--- src/rtl/ps2_rx.sv ---
// ps2_rx: PS/2 device-to-host receiver with an output byte FIFO.
//
// The raw ps2_clk/ps2_data pair is brought into the clk domain through two
// flops each. A third flop on the clock path finds falling edges. Every bit
// is sampled on a falling edge. Each 11-bit frame is checked: a start bit,
// 8 data bits sent LSB first, odd parity and a stop bit. Good bytes go into
// a circular FIFO. Bad frames and stalled frames produce a frame_err pulse.
//
// Ports:
//   clk        system clock
//   rst_n      asynchronous active-low reset
//   ps2_clk    raw PS/2 clock, asynchronous to clk
//   ps2_data   raw PS/2 data, asynchronous to clk
//   rd_en      pops the FIFO head while valid is high
//   data       FIFO head byte
//   valid      FIFO holds at least one byte
//   count      FIFO occupancy
//   overflow   sticky; a good byte was dropped because the FIFO was full
//   frame_err  one-cycle pulse on a parity error, stop error or timeout
module ps2_rx #(
    parameter int FIFO_DEPTH  = 8,
    parameter int TIMEOUT_CYC = 50000
) (
    input  logic                          clk,
    input  logic                          rst_n,
    input  logic                          ps2_clk,
    input  logic                          ps2_data,
    input  logic                          rd_en,
    output logic [7:0]                    data,
    output logic                          valid,
    output logic [$clog2(FIFO_DEPTH):0]   count,
    output logic                          overflow,
    output logic                          frame_err
);

    localparam int AW = $clog2(FIFO_DEPTH);
    localparam int CW = AW + 1;
    localparam int TW = $clog2(TIMEOUT_CYC);

    typedef enum logic [1:0] {
        IDLE   = 2'd0,
        DATA   = 2'd1,
        PARITY = 2'd2,
        STOP   = 2'd3
    } state_t;

    // Synchronizers and edge detection. All flops reset high because an idle
    // PS/2 bus is pulled high; this stops reset release from looking like a
    // falling edge while the line is idle.
    logic clk_s1_reg, clk_s2_reg, clk_s3_reg;
    logic data_s1_reg, data_s2_reg;
    logic fall_reg;

    always_ff @(posedge clk or negedge rst_n) begin
        if (!rst_n) begin
            clk_s1_reg  <= 1'b1;
            clk_s2_reg  <= 1'b1;
            clk_s3_reg  <= 1'b1;
            data_s1_reg <= 1'b1;
            data_s2_reg <= 1'b1;
            fall_reg    <= 1'b0;
        end else begin
            clk_s1_reg  <= ps2_clk;
            clk_s2_reg  <= clk_s1_reg;
            clk_s3_reg  <= clk_s2_reg;
            data_s1_reg <= ps2_data;
            data_s2_reg <= data_s1_reg;
            fall_reg    <= clk_s3_reg & ~clk_s2_reg;
        end
    end

    // Frame receiver.
    state_t         state_reg;
    logic [2:0]     bit_cnt_reg;
    logic [7:0]     shreg_reg;
    logic           parity_reg;
    logic [TW-1:0]  timer_reg;
    logic           frame_err_reg;

    // The stop bit is on the synced data line during the STOP fall. Odd parity
    // means the data bits and the parity bit together hold an odd number of ones.
    logic frame_good;
    logic push;
    assign frame_good = data_s2_reg & (^{shreg_reg, parity_reg});
    assign push       = fall_reg && (state_reg == STOP) && frame_good;

    always_ff @(posedge clk or negedge rst_n) begin
        if (!rst_n) begin
            state_reg     <= IDLE;
            bit_cnt_reg   <= 3'd0;
            shreg_reg     <= 8'h00;
            parity_reg    <= 1'b0;
            timer_reg     <= '0;
            frame_err_reg <= 1'b0;
        end else begin
            frame_err_reg <= 1'b0;
            if (state_reg == IDLE) begin
                timer_reg <= '0;
                // A high bit seen while idle is line noise; ignore it silently.
                if (fall_reg && !data_s2_reg) begin
                    state_reg   <= DATA;
                    bit_cnt_reg <= 3'd0;
                end
            end else if (fall_reg) begin
                timer_reg <= '0;
                case (state_reg)
                    DATA: begin
                        shreg_reg   <= {data_s2_reg, shreg_reg[7:1]};
                        bit_cnt_reg <= bit_cnt_reg + 3'd1;
                        if (bit_cnt_reg == 3'd7) begin
                            state_reg <= PARITY;
                        end
                    end
                    PARITY: begin
                        parity_reg <= data_s2_reg;
                        state_reg  <= STOP;
                    end
                    default: begin
                        if (!frame_good) begin
                            frame_err_reg <= 1'b1;
                        end
                        state_reg <= IDLE;
                    end
                endcase
            end else if (timer_reg == TW'(TIMEOUT_CYC - 1)) begin
                // The device stalled mid-frame; drop the partial byte.
                frame_err_reg <= 1'b1;
                state_reg     <= IDLE;
                timer_reg     <= '0;
            end else begin
                timer_reg <= timer_reg + TW'(1);
            end
        end
    end

    // Output FIFO. Storage is reset so the head reads 0x00 out of reset.
    logic [7:0]    mem_reg [FIFO_DEPTH];
    logic [AW-1:0] wr_ptr_reg, rd_ptr_reg;
    logic [CW-1:0] count_reg;
    logic          overflow_reg;
    logic          full, pop, wr_en;

    assign full  = (count_reg == CW'(FIFO_DEPTH));
    assign pop   = rd_en && (count_reg != '0);
    // When full, a pop in the same cycle frees the slot the push needs.
    assign wr_en = push && (!full || pop);

    always_ff @(posedge clk or negedge rst_n) begin
        if (!rst_n) begin
            for (int i = 0; i < FIFO_DEPTH; i++) begin
                mem_reg[i] <= 8'h00;
            end
            wr_ptr_reg   <= '0;
            rd_ptr_reg   <= '0;
            count_reg    <= '0;
            overflow_reg <= 1'b0;
        end else begin
            if (wr_en) begin
                mem_reg[wr_ptr_reg] <= shreg_reg;
                wr_ptr_reg          <= wr_ptr_reg + AW'(1);
            end
            if (pop) begin
                rd_ptr_reg <= rd_ptr_reg + AW'(1);
            end
            if (wr_en && !pop) begin
                count_reg <= count_reg + CW'(1);
            end else if (pop && !wr_en) begin
                count_reg <= count_reg - CW'(1);
            end
            if (push && full && !pop) begin
                overflow_reg <= 1'b1;
            end
        end
    end

    assign data      = mem_reg[rd_ptr_reg];
    assign valid     = (count_reg != '0);
    assign count     = count_reg;
    assign overflow  = overflow_reg;
    assign frame_err = frame_err_reg;

endmodule

--- config.mk ---
export PLATFORM = sky130hd
export DESIGN_NAME = ps2_rx
export DESIGN_NICKNAME = d
export VERILOG_FILES = /design/src/rtl/ps2_rx.sv
export SDC_FILE = /design/constraint.sdc
export NUM_CORES = 1
export LEC_CHECK = 0
export CORE_MARGIN = 3
export CORE_UTILIZATION = 40
export CTS_CLUSTER_SIZE = 40
export DETAILED_ROUTE_END_ITERATION = 16
export GPL_TIMING_DRIVEN = 0
export PLACE_DENSITY_LB_ADDON = 0.3
export SLEW_MARGIN = 0
export SYNTH_ARGS = -nofsm -noshare
export SYNTH_HDL_FRONTEND = slang
export SYNTH_SLANG_ARGS = --single-unit
export TNS_END_PERCENT = 20
--- constraint.sdc ---
create_clock -name clk -period 3.15 [get_ports clk]
set_clock_uncertainty 0.1 [all_clocks]
set_input_delay 0.315 -clock clk [delete_from_list [all_inputs] [get_ports clk]]
set_output_delay 0.315 -clock clk [all_outputs]
set_load 0.02 [all_outputs]
# ---- After elaboration in Yosys (flattened, before gate mapping)
# Index checks and enable logic that the tools add are counted.
dict set report totals {
  ff_bits 112
  input_bits 5
}
dict set report classes {
  eq_ne 8
  bitwise_logic 6
  order_cmp 3
  n_reduce_logical 27
  mux 26
  n_addsub 6
}
# op n
set ops {}
lappend ops {{$bwmux 64} 1}
lappend ops {{$mux 16} 3}
lappend ops {{$bmux 8 s3} 1}
lappend ops {{$demux 8 s3} 1}
lappend ops {{$mux 8} 3}
lappend ops {{$add 16x1->16 const B} 1}
lappend ops {{$eq 16x16->1 const B} 1}
lappend ops {{$mux 3} 4}
lappend ops {{$reduce_and 3->1} 4}
lappend ops {{$logic_and 1x1->1} 10}
lappend ops {{$mux 2} 5}
lappend ops {{$add 3x1->3 const B} 3}
lappend ops {{$reduce_xor 9->1} 1}
lappend ops {{$ge 4x4->1 const B} 2}
lappend ops {{$mux 4} 2}
lappend ops {{$not 3->4} 2}
lappend ops {{$reduce_bool 2->1} 3}
lappend ops {{$mux 1} 5}
lappend ops {{$add 4x1->4 const B} 1}
lappend ops {{$eq 2x2->1 const B} 2}
lappend ops {{$eq 4x4->1 const B} 1}
lappend ops {{$logic_not 1->1} 4}
lappend ops {{$lt 4x1->1 const B} 1}
lappend ops {{$ne 4x4->1 const B} 1}
lappend ops {{12 further kinds} 14}

# ---- Depth between registers and ports, before layout
dict set report depth {
  word_depth 8
  depth_mapped 13
}

# ---- Least setup slack after synthesis
# Ideal clock, no wire load.
dict set report synth_timing {
  path_type {register to register}
  start {register count_reg[1], in the netlist count[1]}
  end {register count_reg[3], in the netlist count[3]}
  t_arrival_ps 2774
  setup_time_ps 122
  period_less_slack_ps 2996
  path_slack_ps 154
  path_stages_with_launch 13
  path_cell_list {dfrtp_1 > or3_1 > o311a_1 > mux2i_4 > inv_2 > ha_1 > inv_1 > ha_1 > a21o_1 > a21oi_1 > xnor2_1 > nor2_1 > xnor2_1}
}
dict set report synth_between {
  elab_chain_cells 7
  elab_cells_between_ends 15
  classes_between {add/sub: 2; eq/ne: 1; mux: 2; reduce/logical: 10}
}
# element line
set synth_lines {}
lappend synth_lines {{start, declared} 139} ;# logic [CW-1:0] count_reg;
lappend synth_lines {{start signal, assigned} 166} ;# count_reg <= count_reg + CW'(1);
lappend synth_lines {{start signal, assigned} 168} ;# count_reg <= count_reg - CW'(1);
lappend synth_lines {{$eq 4x4->1 / $reduce_bool 4->1 (equally long branches)} {143, 144}}
lappend synth_lines {{$logic_not 1->1 / $logic_and 1x1->1 (equally long branches)} {146, 144}}
lappend synth_lines {{$logic_or 1x1->1 (*)} 146} ;# assign wr_en = push && (!full || pop);
lappend synth_lines {{$logic_and 1x1->1 (*)} 146}
lappend synth_lines {{via wr_en} 141} ;# logic full, pop, wr_en;
lappend synth_lines {{$logic_not 1->1} 167} ;# end else if (pop && !wr_en) begin
lappend synth_lines {{$logic_and 1x1->1} 167}
lappend synth_lines {{$reduce_bool 2->1 (no source line)} n/a}
# The timed path passes the listed nets; every way through them passes the cells marked *. The select of a mux whose other input is x is not followed.
# A chain may end at the register's enable or synchronous reset.

# ---- Final worst setup path
dict set report layout_timing {
  start {register rd_ptr_reg[0]}
  end {output data[1]}
}
dict set report layout_between {
  elab_chain_cells 4
}
# element line
set layout_lines {}
lappend layout_lines {{start, declared} 138} ;# logic [AW-1:0] wr_ptr_reg, rd_ptr_reg;
lappend layout_lines {{start signal, assigned} 163} ;# rd_ptr_reg <= rd_ptr_reg + AW'(1);
lappend layout_lines {{$not 3->4 (implied by the code)} 176} ;# assign data = mem_reg[rd_ptr_reg];
lappend layout_lines {{$bmux 8 s3} 176}
lappend layout_lines {{$mux 8 (implied by the code) (2 in series)} 176}
lappend layout_lines {{end, declared} 29} ;# output logic [7:0] data,
# No other way between the ends. The select of a mux whose other input is x is not followed.

==> flow_metrics.env <==
export IMPL_hold_path_class="flip-flop to flip-flop"
export IMPL_drc_errors=0
export IMPL_cts_sinks=112
export IMPL_path_class="flip-flop to primary output"
export IMPL_rsz0062_at_grt="false"
export IMPL_start_util_pct=41.7
export IMPL_setup_viol_count_final=0
export IMPL_drv_slew=0
export IMPL_p_leak_nw=2.80
export IMPL_p_int_w=0.00254
export IMPL_synth_ff_type="dfrtp_1"
export IMPL_fillers=1153
export IMPL_period_share_pct=94.7
export IMPL_path_cells="clkbuf_4, buf_6, mux4_2, mux2_2, clkdlybuf4s50_1"
export IMPL_drive_gt1_share_pct=34.0
export IMPL_peakVddDrop_mv=0.482
export IMPL_syn_num_nets=407
export IMPL_grt_pass1_vias=3303
export IMPL_syn_to_final_growth_pct=14.0
export IMPL_p_switching_w=0.00122
export IMPL_dpl_cell_area_um2=5800
export IMPL_layout_common_cells="105 x dfrtp_1, 67 x mux2_2, 24 x nor2_1, 24 x nand2_1, 18 x clkdlybuf4s50_1"
export IMPL_crit_buf_inv=3
export IMPL_dr_pass1_iters=4
export IMPL_ant_nets=0
export IMPL_switching_share_pct=32.4
export IMPL_synth_area_um2=5370
export IMPL_pwr_share_seq_pct=43.9
export IMPL_core_area_um2=12900
export IMPL_grt_pass1_wl_mm=17.3
export IMPL_hold_violations=0
export IMPL_wire_per_inst_um=17.1
export IMPL_fin_area_um2=6120
export IMPL_die_w_um=122
export IMPL_avgSynthCellArea_um2=13.8
export IMPL_place_congestion=0.759
export IMPL_numCtsBuffers=9
export IMPL_async_reset_ff_share_pct=100
export IMPL_cts_root_buf="clkbuf_16"
export IMPL_cts_tree="built"
export IMPL_clock_fmax_ghz=0.335
export IMPL_worst_slack_ns=0.165
export IMPL_boundaryPins=20
export IMPL_startpoint_type="flip-flop"
export IMPL_clock_path_buffers=2
export IMPL_largest_register_ffs=64
export IMPL_antenna_found_initial=0
export IMPL_die_area_um2=14900
export IMPL_drt_vias_per_instance=5.21
export IMPL_die_h_um=122
export IMPL_syn_inst=389
export IMPL_dr_total_vias=3133
export IMPL_worst_slew_pin_slew_ns=0.966
export IMPL_place_ws_ns=-0.566
export IMPL_grt_overflow=0
export IMPL_ys_types=47
export IMPL_power_frac_clock_pct=28.5
export IMPL_synth_edff_count=0
export IMPL_wl_mm=10.3
export IMPL_drv_cap=0
export IMPL_num_nets_final=442
export IMPL_power_density_nw_per_um2=613
export IMPL_ys_seq_area_share_pct=52.3
export IMPL_insertion_delay_ns=0.35
export IMPL_synth_seq_cells=112
export IMPL_drt_iter0_drc=182
export IMPL_slew_headroom_pct=35.2
export IMPL_status="finished, final reports clean"
export IMPL_path_delay_family="buffers and inverters"
export IMPL_h_tree_depth=3
export IMPL_total_power_w=0.00376
export IMPL_cp_data_required_time_ns=2.73
export IMPL_yosysWarnings=0
export IMPL_n_antenna_cell=0
export IMPL_post_route_min_period_ns=2.98
export IMPL_clk_pin_slew_worst_paths_ns=0.07
export IMPL_comb_power_share_pct=27.6
export IMPL_arrival_ns=2.57
export IMPL_rows=41
export IMPL_dpl_hpwl_mm=6.63
export IMPL_grt_max_degree=71
export IMPL_grt_use_total_pct=15.3
export IMPL_cp_max_fo=10
export IMPL_final_common_cell="dfrtp_1"
export IMPL_critPathSlowestCell="clkdlybuf4s50_1"
export IMPL_io_buffers=19
export IMPL_slowest_delay_ns=0.54
export IMPL_cp_end_kind="primary output"
-- power by group through the flow --
stage                     clock (W)  sequential [W]  combinational (W)
final                       0.00107         0.00165            0.00104
after global routing        0.00115         0.00167            0.00114
after CTS                   0.00109         0.00165            0.00105
after detailed placement          0         0.00167            0.00103
after global placement            0         0.00167           0.000996
after floorplan                   0         0.00169           0.000693
-- metal layers --
metal | GRT usage (%) | vias up | part of all wire [%]
met5 | 0 | - | 0
met4 | 5.32 | 0 | 1.8
met3 | 3.34 | 14 | 3.3
met2 | 24.4 | 45 | 47
met1 | 20.9 | 1624 | 48
li1 | - | 1450 | -
-- path summary, 6_finish.rpt --
| path | from | cells after the start | end | slack [ns] |
|---|---|---|---|---|
| min reg2reg | clk_s1_reg$_DFF_PN1_ | 0 | clk_s2_reg$_DFF_PN1_ | 0.26 |
| min in group asynchronous | rst_n | 2 | bit_cnt_reg[1]$_DFFE_PN0P_ | 0.41 |
| max | rd_ptr_reg[0]$_DFFE_PN0P_ | 5 | data[1] | 0.17 |
| max reg2reg | count[1]$_DFFE_PN0P_ | 12 | count[3]$_DFFE_PN0P_ | 0.22 |
| min | clk_s1_reg$_DFF_PN1_ | 0 | clk_s2_reg$_DFF_PN1_ | 0.26 |
| max in group asynchronous | rst_n | 3 | mem_reg[22]$_DFFE_PN0P_ | 1.80 |
-- worst reg2reg max path, stage by stage (launching register included) --
cell	delay, ns
dfrtp_2	0.45
or3_1	0.38
o311a_1	0.34
mux2i_4	0.24
inv_2	0.11
ha_1	0.23
inv_2	0.09
ha_1	0.23
a21o_1	0.18
a21oi_1	0.17
xnor2_1	0.13
nor2_1	0.06
xnor2_1	0.12
-- synth_stat cells (all sizes together) (2+ instances only) --
cell	count	area (um^2)
and3	3	18.8
buf	6	41.3
a41o	2	20.0
mux4	16	360
nor2b	5	31.3
o21ai	4	20.0
nand2	24	90.1
dfstp	5	131
a21oi	2	10.0
mux2	83	995
a31oi	2	12.5
nand4	3	18.8
nor3	6	40.0
dfrtp	107	2680
inv	8	30.0
mux2i	3	42.5
nor2	25	96.4
xnor2	17	149
xor2	9	78.8
nor4bb	2	20.0
ha	12	150
or3	2	12.5
nand3	12	70.1
a22o	2	17.5
clkbuf	15	56.3
-- stage by stage --
step | std cells | setup TNS (ns) | utilization (%) | hold WS, ns
2_1_floorplan | 389 | 0 | - | -0.0806
4_1_cts | 598 | 0 | 47.4 | 0.259
3_5_place_dp | 581 | -4.36 | 45.1 | 0.248
6_report | 601 | 0 | 47.6 | 0.258
3_3_place_gp | 580 | -278.77 | 44.9 | 0.245
5_1_grt | 601 | 0 | 47.6 | 0.256
-- repair_timing --
| item | 4_1_cts | 5_1_grt |
|---|---|---|
| resized for setup | 12 | 1 |
| endpoints found under the setup margin | 9 | 7 |
| hold buffers | 1 | 0 |
| hold endpoints to repair | 38 | 0 |
| pin swaps | 0 | 0 |
| buffers inserted | 0 | 3 |
-- cell families after synthesis --
kind of cell	share of synthesized area (%)
buffers and inverters	2.45
AND/OR/NAND/NOR	8.64
XOR/XNOR	5.15
multiplexers	26.0
adder cells (fa/ha/maj)	3.17
AO/OA/AOI/OAI	2.31
flip-flops	52.3
-- final cells by class --
| class | instances | area, um^2 | share of cell area, % |
|---|---|---|---|
| multi-input combinational | 247 | 2430 | 39.7 |
| tap | 172 | 215 | 3.51 |
| sequential | 112 | 2810 | 45.9 |
| timing repair buffer | 24 | 248 | 4.05 |
| clock buffer | 9 | 225 | 3.68 |
| buffer | 21 | 111 | 1.82 |
| clock inverter | 7 | 46.3 | 0.756 |
| inverter | 9 | 33.8 | 0.552 |
Power figures use the tool's default switching activity.
